<file path="src/rtl/morse_shift_in.sv">
// Morse receiver: samples a keyed line once per unit strobe, measures mark/space runs
// and hands DOT/DASH/gap/ERR symbols to a one-deep valid/ready output register.
// Ports: clk, rst_n (async, active-low), S_DATA (1=mark), sample (unit strobe),
//        sym/sym_valid/sym_ready (symbol output handshake), overflow (sticky), busy.
module morse_shift_in #(
  parameter int CNT_W      = 4,
  parameter int DASH_MIN   = 3,
  parameter int LETTER_MIN = 3,
  parameter int WORD_MIN   = 7,
  parameter int ERR_MARK   = 8
) (
  input  logic       clk,
  input  logic       rst_n,
  input  logic       S_DATA,
  input  logic       sample,
  output logic [2:0] sym,
  output logic       sym_valid,
  input  logic       sym_ready,
  output logic       overflow,
  output logic       busy
);

  typedef enum logic [1:0] {
    IDLE,
    MARK,
    SPACE
  } state_t;

  localparam logic [CNT_W-1:0] C_ONE  = CNT_W'(1);
  localparam logic [CNT_W-1:0] C_MAX  = '1;
  localparam logic [CNT_W-1:0] C_DASH = CNT_W'(DASH_MIN);
  localparam logic [CNT_W-1:0] C_LET  = CNT_W'(LETTER_MIN);
  localparam logic [CNT_W-1:0] C_WORD = CNT_W'(WORD_MIN);
  localparam logic [CNT_W-1:0] C_ERR  = CNT_W'(ERR_MARK);

  localparam logic [2:0] SYM_DOT  = 3'd1;
  localparam logic [2:0] SYM_DASH = 3'd7;
  localparam logic [2:0] SYM_LG   = 3'd2;
  localparam logic [2:0] SYM_WG   = 3'd4;
  localparam logic [2:0] SYM_ERR  = 3'd6;

  state_t           state, state_n;
  logic [CNT_W-1:0] cnt, cnt_n, cnt_inc;
  logic             emit;
  logic [2:0]       emit_sym;

  assign cnt_inc = (cnt == C_MAX) ? cnt : cnt + C_ONE;
  assign busy    = (state != IDLE);

  always_ff @(posedge clk or negedge rst_n) begin
    if (!rst_n) begin
      state <= IDLE;
      cnt   <= '0;
    end else begin
      state <= state_n;
      cnt   <= cnt_n;
    end
  end

  always_comb begin
    state_n  = state;
    cnt_n    = cnt;
    emit     = 1'b0;
    emit_sym = 3'd0;
    if (sample) begin
      unique case (state)
        IDLE: begin
          // leading silence is not counted
          if (S_DATA) begin
            state_n = MARK;
            cnt_n   = C_ONE;
          end
        end
        MARK: begin
          if (S_DATA) begin
            cnt_n = cnt_inc;
            // cnt != C_ERR keeps ERR single-shot if the counter pins there
            if (cnt_inc == C_ERR && cnt != C_ERR) begin
              emit     = 1'b1;
              emit_sym = SYM_ERR;
            end
          end else begin
            // an over-long mark already reported ERR; release is silent
            if (cnt < C_ERR) begin
              emit     = 1'b1;
              emit_sym = (cnt < C_DASH) ? SYM_DOT : SYM_DASH;
            end
            state_n = SPACE;
            cnt_n   = C_ONE;
          end
        end
        SPACE: begin
          if (!S_DATA) begin
            cnt_n = cnt_inc;
            if (cnt_inc == C_WORD && cnt != C_WORD) begin
              emit     = 1'b1;
              emit_sym = SYM_WG;
              state_n  = IDLE;
              cnt_n    = '0;
            end
          end else begin
            if (cnt >= C_LET && cnt < C_WORD) begin
              emit     = 1'b1;
              emit_sym = SYM_LG;
            end
            state_n = MARK;
            cnt_n   = C_ONE;
          end
        end
        default: begin
          state_n = IDLE;
          cnt_n   = '0;
        end
      endcase
    end
  end

  always_ff @(posedge clk or negedge rst_n) begin
    if (!rst_n) begin
      sym       <= 3'd0;
      sym_valid <= 1'b0;
      overflow  <= 1'b0;
    end else if (emit) begin
      if (!sym_valid || sym_ready) begin
        sym       <= emit_sym;
        sym_valid <= 1'b1;
      end else begin
        overflow <= 1'b1;
      end
    end else if (sym_valid && sym_ready) begin
      sym_valid <= 1'b0;
    end
  end

endmodule

</file>
<file path="config.mk">
export PLATFORM = sky130hd
export DESIGN_NAME = morse_shift_in
export DESIGN_NICKNAME = d
export VERILOG_FILES = /design/src/rtl/morse_shift_in.sv
export SDC_FILE = /design/constraint.sdc
export NUM_CORES = 1
export LEC_CHECK = 0
export CAP_MARGIN = 20
export CORE_MARGIN = 10
export CORE_UTILIZATION = 40
export DETAILED_ROUTE_END_ITERATION = 8
export PLACE_DENSITY_LB_ADDON = 0.12
export SLEW_MARGIN = 10
export SYNTH_ARGS = -nofsm -noshare
export SYNTH_HDL_FRONTEND = slang
export SYNTH_SLANG_ARGS = --single-unit
export TNS_END_PERCENT = 100
</file>
<file path="constraint.sdc">
create_clock -name clk -period 3.5 [get_ports clk]
set_input_delay 0.525 -clock clk [delete_from_list [all_inputs] [get_ports clk]]
set_output_delay 0.525 -clock clk [all_outputs]
set_load 0.02 [all_outputs]
</file>
==> flow_summary.yaml <==
run_status:
  status: "finished clean"
critical_path:
  slowest_stage: "clkdlybuf4s50_1"
  end_kind: "primary output"
  worstSetupStartpointType: "register"
  critical_path_required_ns: 2.97
  crit_family: "buffers and inverters"
  worstPathArrival_ns: 1.66
  path_class: "register to primary output"
  cp_slowest_stage_delay_ns: 0.61
  cp_max_fo: 4
  cp_cell_sequence: "inv_1 -> ha_1 -> inv_1 -> clkdlybuf4s50_1"
  worst_path_most_repeated_cell: "inv_1"
  cp.buffers_inverters: 3
floorplanning:
  coreArea_mm2: 0.00194
  rows: 16
  pin_count: 11
  dieArea_mm2: 0.00420
  die_w_um: 64.8
  die_y_um: 64.8
  initial_core_util: 0.414
synthesis:
  synth_ff_type: "dfrtp_1"
  synth_top_family_by_area: "compound AO/OA/AOI/OAI gates"
  ys_top_cells_by_area: "dfrtp_1 (34%), ha_1 (9.3%), mux2i_1 (3.7%), inv_1 (3.7%), a21oi_1 (3.1%)"
  synth_edf_count: 0
  synth-simple-area-share: 0.199
  synth_compound_area_frac: 0.240
  ys_ff_latch: 11
  async_flop_share: 1.00
  synth_cell_types: 40
  synthAdderAreaFrac: 0.0933
  synth.yosys.warnings: 0
  synthXorXnorAreaFrac: 0.0202
  muxShareOfSynthArea: 0.0560
  synth_fp_nets: 95
  synth_area_leader_cell: "dfrtp_1"
  ys_seq_area_frac: 0.342
  syn_avg_cell_area_um2: 9.58
  synthesis.area_um2: 805
  syn_inst: 84
  synth_top_area_share: 0.342
global_route:
  grt_antenna_before_repair: 0
  track_usage: 0.0907
  grt_pass1_vias: 695
  gr-total-overflow: 0
  grt_pass1_wl_mm: 3.11
  grt_max_degree: 13
detailed_routing:
  wirelength_mm: 1.75
  dr.pass1.iters: 4
  wl_per_cell_um: 14.2
  final_antenna_net_count: 0
  vias_per_cell: 5.48
  drt_iter0_drc: 19
  drc: 0
  via_count: 674
placement:
  globalplace.congestion: 0.786
  dp_slack_ns: 1.26
  dp_hpwl_mm: 1.33
  placed_area_um2: 928
  portBuffers: 10
run:
  drv_cap: 0
sta:
  finalSetupViolations: 0
  maxSlewViolCount: 0
  slew_headroom: 0.639
  min_period_ns: 2.18
  rsz0062_at_grt: "no"
  worst_slew_pin_slew_ns: 0.539
  min_period_over_period: 0.623
  tns_ns: 0
  hold_viol: 0
  setup_ws_ns: 1.32
  skew_ns: 0.00397
  clock.fmax_ghz: 0.458
cells_and_area:
  final_cell_mix: "dfrtp_1 (11), clkdlybuf4s50_1 (10), inv_1 (8)"
  drive_gt1_frac: 0.115
  final_common_cell: "dfrtp_1"
  area_delta_synth_final_pct: 18.7
  nets: 108
  design_area_um2: 955
  n_antenna_cell: 0
clocking:
  cts_buffers: 3
  htree_levels: 1
  cts-resized-gates: 0
  cts_setup_buffers: 0
  root_buffer: "clkbuf_4"
  cts.path.max_buffers: 2
  cts_hold_buf: 0
  clock_latency_ns: 0.28
  clk_pin_slew_ns: 0.08
  cts.sinks: 11
  cts_tree: "built"
power:
  vdd_drop_max_mv: 0.356
  leakage_nw: 0.429
  pwr_density_cell_mw_per_mm2: 796
worst_hold_path:
  hold_class: "register to register"
==> power breakdown <==
| group | internal [mW] | switching, mW | total, mW |
|---|---|---|---|
| logic | 0.205 | 0.240 | 0.445 |
| registers | 0.176 | 0.0468 | 0.223 |
| clock network | 0.0442 | 0.0474 | 0.0916 |
| total | 0.426 | 0.334 | 0.760 |
==> synthesized netlist by cell type, types with 3 or more instances <==
library cell / instances
mux2i_1: 3
or3_1: 3
nand3_1: 3
nor2b_1: 4
inv_1: 8
dfrtp_1: 11
a21oi_1: 5
nor2_1: 5
ha_1: 6
==> kinds of logic (layout without fill, tap and decap cells) <==
group                    count (synthesis)  in the layout
buffers and inverters                   10             22
AO/OA/AOI/OAI                           25             25
AND/OR/NAND/NOR                         27             27
XOR/XNOR                                 1              1
multiplexers                             4              4
flip-flops                              11             11
adder cells (fa/ha/maj)                  6              6
==> final cells by class <==
class,instances,area [µm²]
multi-input combinational,63,489
tap,27,33.8
fill,195,987
timing repair buffer,10,100
clock buffer,4,26.3
inverter,8,30.0
sequential,11,275
==> worst paths after layout <==
check | start | cells after the start | to | slack (ns)
worst max-delay path | state[0] | 4 | busy | 1.32
worst min-delay path | overflow | 1 | overflow | 0.48
worst max register to register | cnt[0] | 7 | state[0] | 1.49
worst min register to register | overflow | 1 | overflow | 0.48
max in group asynchronous | rst_n | 1 | cnt[1] | 2.55
min in group asynchronous | rst_n | 1 | overflow | 0.60
==> metrics by stage <==
stage / utilization / total power [mW] / hold slack [ns] / std cells
after floorplan: - / 0.533 / 0.229 / 84
after global placement: 0.478 / 0.669 / 0.455 / 119
after detailed placement: 0.478 / 0.669 / 0.461 / 119
after CTS: 0.492 / 0.764 / 0.483 / 123
after global routing: 0.492 / 0.829 / 0.509 / 123
final: 0.492 / 0.760 / 0.476 / 123
==> flip-flops by register name (all words and copies together) (netlist names) <==
name,cells
overflow,1
sym,3
cnt,4
sym_valid,1
state,2
==> per-layer routing <==
layer | track usage | wire length [µm] | vias to the layer above
li1 | - | - | 334
met1 | 0.113 | 828 | 326
met2 | 0.140 | 830 | 12
met3 | 0.0275 | 65 | 2
met4 | 0.0401 | 24 | 0
met5 | 0 | 0 | -
Power figures use the tool's default switching activity.
